[config.mk]
export PLATFORM = sky130hd
export DESIGN_NAME = fetch_unit
export DESIGN_NICKNAME = d
export VERILOG_FILES = /design/src/rtl/riscv_defs_pkg.sv /design/src/rtl/if_id_reg.sv /design/src/rtl/fetch_unit.sv
export SDC_FILE = /design/constraint.sdc
export NUM_CORES = 1
export LEC_CHECK = 0
export CAP_MARGIN = 30
export CORE_MARGIN = 10
export CORE_UTILIZATION = 45
export CTS_CLUSTER_DIAMETER = 60
export CTS_CLUSTER_SIZE = 28
export DETAILED_ROUTE_END_ITERATION = 12
export PLACE_DENSITY = 0.77
export RECOVER_POWER = 25
export SYNTH_ARGS = -nofsm -noshare
export SYNTH_HDL_FRONTEND = slang
export SYNTH_SLANG_ARGS = --single-unit
[constraint.sdc]
create_clock -name clk -period 4.7 [get_ports clk]
set_clock_uncertainty 0.05 [all_clocks]
set_input_delay 1.41 -clock clk [delete_from_list [all_inputs] [get_ports clk]]
set_output_delay 1.41 -clock clk [all_outputs]
set_load 0.02 [all_outputs]
[src/rtl/riscv_defs_pkg.sv]
// riscv_defs: shared widths, reset/bubble constants and fetch FSM encoding
package riscv_defs;
  localparam int XLEN = 32;
  localparam logic [31:0] NOP_INSTR = 32'h0000_0013;
  localparam logic [31:0] RESET_PC = 32'h0000_0000;
  typedef enum logic {RUN = 1'b0, HALTED = 1'b1} fetch_state_e;
endpackage

[src/rtl/if_id_reg.sv]
// if_id_reg: IF/ID pipeline register with load, hold and bubble controls
module if_id_reg #(
  parameter int XLEN = 32,
  parameter logic [31:0] NOP_INSTR = 32'h0000_0013
) (
  input  logic            clk,
  input  logic            rst,
  input  logic            load_i,
  input  logic            bubble_i,
  input  logic [XLEN-1:0] pc_i,
  input  logic [31:0]     instr_i,
  output logic [XLEN-1:0] pc_o,
  output logic [31:0]     instr_o,
  output logic            valid_o
);
  logic [XLEN-1:0] pc_q;
  logic [31:0] instr_q;
  logic valid_q;
  // bubble beats load; with neither asserted the contents are held
  always_ff @(posedge clk) begin
    if (rst || bubble_i) begin
      instr_q <= NOP_INSTR;
      valid_q <= 1'b0;
      if (rst) pc_q <= '0;
    end else if (load_i) begin
      pc_q <= pc_i;
      instr_q <= instr_i;
      valid_q <= 1'b1;
    end
  end
  assign pc_o = pc_q;
  assign instr_o = instr_q;
  assign valid_o = valid_q;
endmodule

[src/rtl/fetch_unit.sv]
// fetch_unit: IF stage owning the PC, halt FSM, fetch counter and IF/ID register
module fetch_unit
  import riscv_defs::*;
#(
  parameter int XLEN = riscv_defs::XLEN,
  parameter logic [XLEN-1:0] RESET_PC = riscv_defs::RESET_PC,
  parameter logic [31:0] NOP_INSTR = riscv_defs::NOP_INSTR
) (
  input  logic            clk,
  input  logic            rst,
  input  logic            stall_i,
  input  logic            flush_i,
  input  logic            redirect_valid_i,
  input  logic [XLEN-1:0] redirect_pc_i,
  output logic [XLEN-1:0] imem_addr_o,
  input  logic [31:0]     imem_instr_i,
  output logic [XLEN-1:0] if_id_pc_o,
  output logic [XLEN-1:0] if_id_pc4_o,
  output logic [31:0]     if_id_instr_o,
  output logic            if_id_valid_o,
  output logic            halted_o,
  output logic [31:0]     fetch_count_o
);
  fetch_state_e state_q, state_d;
  logic [XLEN-1:0] pc_q, pc_d, pc_inc, redirect_tgt;
  logic [31:0] cnt_q, cnt_d;
  logic load, bubble;
  assign pc_inc = pc_q + XLEN'(4);
  assign redirect_tgt = redirect_pc_i & ~XLEN'(3);
  // state, PC and counter registers
  always_ff @(posedge clk) begin
    if (rst) begin
      state_q <= RUN;
      pc_q <= RESET_PC;
      cnt_q <= '0;
    end else begin
      state_q <= state_d;
      pc_q <= pc_d;
      cnt_q <= cnt_d;
    end
  end
  // next state with priority redirect > flush > stall > normal; HALTED only listens to redirect
  always_comb begin
    state_d = state_q;
    pc_d = pc_q;
    cnt_d = cnt_q;
    load = 1'b0;
    bubble = 1'b0;
    if (redirect_valid_i) begin
      state_d = RUN;
      pc_d = redirect_tgt;
      bubble = 1'b1;
    end else if (state_q == RUN) begin
      if (flush_i) begin
        bubble = 1'b1;
        pc_d = stall_i ? pc_q : pc_inc;
      end else if (!stall_i) begin
        if (imem_instr_i != '0) begin
          load = 1'b1;
          pc_d = pc_inc;
          cnt_d = (cnt_q == '1) ? cnt_q : cnt_q + 32'd1;
        end else begin
          state_d = HALTED;
          bubble = 1'b1;
        end
      end
    end
  end
  if_id_reg #(.XLEN(XLEN), .NOP_INSTR(NOP_INSTR)) u_if_id (
    .clk(clk),
    .rst(rst),
    .load_i(load),
    .bubble_i(bubble),
    .pc_i(pc_q),
    .instr_i(imem_instr_i),
    .pc_o(if_id_pc_o),
    .instr_o(if_id_instr_o),
    .valid_o(if_id_valid_o)
  );
  assign imem_addr_o = pc_q;
  assign if_id_pc4_o = if_id_pc_o + XLEN'(4);
  assign halted_o = (state_q == HALTED);
  assign fetch_count_o = cnt_q;
endmodule

# Word-level counts from Yosys, hierarchy flattened

Cells that the tools add are included.

Output and inout bits: 162
Input bits: 69
Flip-flop bits (word level): 130

Reductions and logical operators: 10
Multiplexer cells: 21
Bitwise operators: 5
Eq/ne operators: 4
Add/subtract/negate cells: 3

Operator list:

| cell                                                                    | number |
|---|---|
| 32-bit two-way mux                                                      | 9 |
| 32-bit by 3-bit adder with 32-bit output, second input constant         | 2 |
| 32-bit by 1-bit adder with 32-bit output, second input constant         | 1 |
| 32-bit equality test, second input constant                             | 1 |
| 32-bit nonzero test                                                     | 1 |
| 1-bit two-way mux                                                       | 12 |
| 3-bit AND reduction                                                     | 2 |
| 6-bit AND reduction                                                     | 1 |
| 1-bit NOT                                                               | 5 |
| 2-bit inequality test, second input constant                            | 2 |
| 2-bit nonzero test                                                      | 2 |
| 3-bit nonzero test                                                      | 1 |
| 2-bit by 1-bit inequality test with 1-bit output, second input constant | 1 |
| 2-bit AND reduction                                                     | 1 |
| 2-bit OR reduction                                                      | 1 |
| 1-bit logical OR                                                        | 1 |

# Longest topological paths before layout

Gate-level depths: netlist (run 1).

Depth in word-level cells: 9
Gate-level depth with buffers: 8

# Cells and area by module

Synthesis (run 1) repeated with hierarchy kept, for this count alone.

Cell total of the unflattened synthesis: 691
Area, all modules: 6502.5 µm²

Modules (own cells, without submodules):

| module     | seq. area each (µm²) | instances | area an instance (µm²) | cells each |
|---|---|---|---|---|
| fetch_unit | 1261.2               | 1         | 4102.7                 | 514 |
| if_id_reg  | 1621.6               | 1         | 2399.8                 | 177 |

# Least setup slack after synthesis (run 1)

No wires, ideal clock.

Path kind: input -> register
From: input port imem_instr_i[26]
To: register u_if_id.pc_q[10], in the netlist u_if_id.pc_o[10], enable pin
Arrival: 3180 ps
Setup time: 468 ps
Path buffers: 2
Setup slack: 1001 ps
Cell stages on the path: 6
Path through: nor4_1 -> nand4_1 -> o21ai_1 -> buf_2 -> buf_2 -> nand2b_1

Word-level cells in the longest chain between the ends: 9
Elaborated cells between the ends (all ways): 15
Classes of those cells: eq/ne (1); mux (10); reduce/logical (4)

RTL lines:

| item                                                                         | RTL line         | RTL |
|---|---|---|
| start: declaration                                                           | fetch_unit.sv:16 | `input logic [31:0] imem_instr_i,` |
| 32-bit nonzero test (*)                                                      | fetch_unit.sv:58 | `if (imem_instr_i != '0) begin` |
| 1-bit two-way mux                                                            | fetch_unit.sv:58 |  |
| 1-bit two-way mux                                                            | fetch_unit.sv:57 | `end else if (!stall_i) begin` |
| 1-bit two-way mux                                                            | fetch_unit.sv:54 | `if (flush_i) begin` |
| 1-bit two-way mux                                                            | fetch_unit.sv:53 | `end else if (state_q == RUN) begin` |
| 1-bit two-way mux                                                            | fetch_unit.sv:49 | `if (redirect_valid_i) begin` |
| 1-bit logical OR                                                             | if_id_reg.sv:21  | `if (rst \|\| bubble_i) begin` |
| 2-bit inequality test (no line) / 2-bit nonzero test (equally long branches) | --               |  |
| 2-bit AND reduction (no line) (*)                                            | --               |  |
| end signal: assignment                                                       | if_id_reg.sv:26  | `pc_q <= pc_i;` |
| end: declaration                                                             | if_id_reg.sv:16  | `logic [XLEN-1:0] pc_q;` |

Every way passes the cells marked *; elsewhere a longest branch is shown, timed or not.
A chain may end at the register's enable or synchronous reset.

# Final worst setup path (run 1)

From: register u_if_id.pc_q[12], in the netlist u_if_id.pc_o[12]
To: output port if_id_pc4_o[27]

Word-level cells in the longest chain between the ends: 1

RTL lines:

| item                                     | RTL line         | RTL |
|---|---|---|
| 32-bit by 3-bit adder with 32-bit output | fetch_unit.sv:81 | `assign if_id_pc4_o = if_id_pc_o + XLEN'(4);` |
| end: declaration                         | fetch_unit.sv:18 | `output logic [XLEN-1:0] if_id_pc4_o,` |

No other way between the ends.

==> results of run 1 <==
-- Yosys cell counts, types with 8 or more instances --
| cell type | n |
|---|---|
| nor3_1 | 8 |
| and2_1 | 30 |
| clkbuf_1 | 25 |
| dfxtp_1 | 96 |
| inv_1 | 14 |
| and4_1 | 13 |
| nor2_1 | 57 |
| edfxtp_1 | 30 |
| buf_2 | 13 |
| a211oi_1 | 11 |
| buf_4 | 8 |
| nand2_1 | 93 |
| o31ai_1 | 35 |
| a21oi_1 | 59 |
| or4_1 | 34 |
| xnor2_1 | 23 |
| nand3_1 | 31 |
| xor2_1 | 15 |
| nor4_1 | 12 |
| nand4_1 | 31 |
| a311oi_1 | 23 |
| or3_1 | 8 |
-- routing by layer --
metal  vias to the layer above  wire length (microns)  GRT usage
li1                       3168                      -          -
met1                      2984                   8300      0.238
met2                       222                   9390      0.319
met3                        31                   1810     0.0820
met4                         0                    482     0.0862
met5                         -                      0          0
-- power groups by stage --
stage	combinational, mW	sequential [mW]	clock [mW]
6_report	0.347	1.19	1.23
5_1_grt	0.374	1.20	1.29
4_1_cts	0.356	1.19	1.25
3_5_place_dp	0.355	1.22	0
3_3_place_gp	0.352	1.22	0
2_1_floorplan	0.126	1.25	0
-- final cells by class --
type	instances	area [sq um]
Sequential cell	126	2820
Multi-Input combinational cell	548	3340
Timing Repair Buffer	239	2350
Tap cell	180	225
Clock buffer	25	495
Fill cell	1173	4580
Inverter	15	56.3
Clock inverter	7	60.1
-- placed cells by master, fill, tap and decap left out, types with 30 or more instances in the layout --
| master | netlist | layout |
|---|---|---|
| clkdlybuf4s50_1 | 0 | 143 |
| dfxtp_1 | 96 | 96 |
| nand2_1 | 93 | 93 |
| dlygate4sd3_1 | 0 | 78 |
| a21oi_1 | 59 | 59 |
| nor2_1 | 57 | 57 |
| o31ai_1 | 35 | 35 |
| or4_1 | 34 | 34 |
| nand4_1 | 31 | 31 |
| nand3_1 | 31 | 31 |
| and2_1 | 30 | 30 |
| edfxtp_1 | 30 | 30 |
-- cell families (layout without fill, tap and decap cells) --
family                     count (synthesis)  after routing  share of synthesized area
and+or+nand+nor                          342            342                      0.287
muxes                                      4              4                    0.00683
AOI/OAI and AO/OA                        155            155                      0.161
xor gates and xnor gates                  38             38                     0.0519
buffers and inverters                     64            286                     0.0463
other                                      1              6                   0.000585
DFF                                      126            126                      0.440
adders and majority gates                  3              3                    0.00586
-- final timing paths --
| kind | startpoint | end | slack (ns) | cells after the start |
|---|---|---|---|---|
| min | u_if_id.instr_o[10] | u_if_id.instr_o[10] | 0.40 | 2 |
| min reg2reg | u_if_id.instr_o[10] | u_if_id.instr_o[10] | 0.40 | 2 |
| max reg2reg | fetch_count_o[0] | fetch_count_o[30] | 2.26 | 7 |
| max | u_if_id.pc_o[12] | if_id_pc4_o[27] | 0.37 | 6 |
-- sequential cells by signal (all words and copies together), names as in the netlist --
| name | flops |
|---|---|
| fetch_count_o | 32 |
| u_if_id.instr_o | 32 |
| imem_addr_o | 30 |
| u_if_id.pc_o | 30 |
| halted_o | 1 |
| u_if_id.valid_o | 1 |
-- metrics by stage --
step	worst slack (ns)	power [mW]	instances
after global placement	0.636	1.57	1106
after detailed placement	0.599	1.57	1108
final	0.370	2.77	1140
after floorplan	1.00	1.37	738
after CTS	0.150	2.80	1140
after global routing	0.0872	2.87	1140
-- critical path: cells and delay by family (launching register included) --
kind,cells,cell delay (ns)
buf+inv,1,0.62
xor+xnor,1,0.17
simple gates,4,1.24
flops,1,0.43
==> qor.csv, run 1 <==
metric;value;unit
postCtsSetupBuffers;0;
dr.pass1.iters;5;
yosysSeqAreaShare;0.440;
critical-path-slowest-cell;clkdlybuf4s50_1;
clk_latency;0.42;ns
fin_crit;4.33;ns
switchingPower;0.678;mW
cts_buffer_depth;2;
p_sw_frac;0.245;
synthCells;733;
yosys.area.top_type;dfxtp_1;
drive_gt1_frac;0.0708;
routedWlPerCell;17.5;microns
setup-tns-final;0;ns
yosysWarnings;0;
slowest_delay;0.62;ns
syn_avg_cell_area;8.75;sq um
combPwrFrac;0.125;
cts_resized;0;
p_int;2.09;mW
drv_slew;0;
cts_tree;yes;
synth_top_area_share;0.300;
endpoint_kind;primary output;
vias_per_cell;5.62;
synth-main-ff-cell;dfxtp_1;
drc_errors;0;
antenna_found_initial;1;
core_area;13900;sq um
synth_edf_count;30;
fin_util;0.671;
cp_data_arrival_time;2.87;ns
synth_async_sr_flop_share;0;
fp.dieH;139;microns
finalCritPeriodShare;0.921;
path_class;reg -> out;
start_util;0.460;
pwr-share-clk;0.444;
hpwl;14900;microns
die_area;19400;sq um
final_area;9350;sq um
crit_chain;nand4_1 > nor4_2 > nand4_1 > nor3_1 > xor2_1 > clkdlybuf4s50_1;
power_density;296;nW/um^2
fp.dieW;139;microns
rows;43;
grt_start_max_net_pins;68;
synthToLayoutAreaGrowth;45.8;%
num_vias;6405;
max_freq;231;MHz
wirelength;20000;microns
critPathRequiredTime;3.24;ns
synthesis.area;6410;sq um
synth.distinct_cells;60;
critPathMaxFanout;6;
timing.hold.ws;0.397;ns
cts_sinks;126;
root_buffer;clkbuf_16;
dpl-instance-area;8790;sq um
cap_violations;0;
worst_pin_slew;0.850;ns
boundaryPins;231;
hp-class;reg -> reg;
pwr-share-seq;0.431;
critPathLaunchType;register;
slew_headroom;0.433;
cp_common_cell;nand4_1;
overflow;0;
insertedDiodeCount;0;
cts_made_buffers;17;
fin_nets;1019;
antenna_left;0;
cts-hold-fix-buffers;0;
setup_violations;0;
yosys_register_bits;126;
grt_pass1_wl;32500;microns
htreeDepth;4;
peakVddDrop;0.191;mV
p_leak;3.28;nW
track_usage;0.202;
gp_congestion;0.847;
finalHoldViolCount;0;
rsz0062_at_grt;false;
io_buffers;222;
synth_area_leaders;dfxtp_1, edfxtp_1, nand2_1, a21oi_1, o31ai_1;
cts.clk_slew.worst_paths;0.05;ns
grt_pass1_vias;6170;
drt_iter0_drc;353;
status;completed;
No activity file was read; power rests on OpenSTA's default activity.
==> run 2: changes to the inputs <==
Settings changed: SKIP_CTS_REPAIR_TIMING set to 1.
==> results of run 2 <==
Final layout, timing and power as in run 1 (identical DEF).
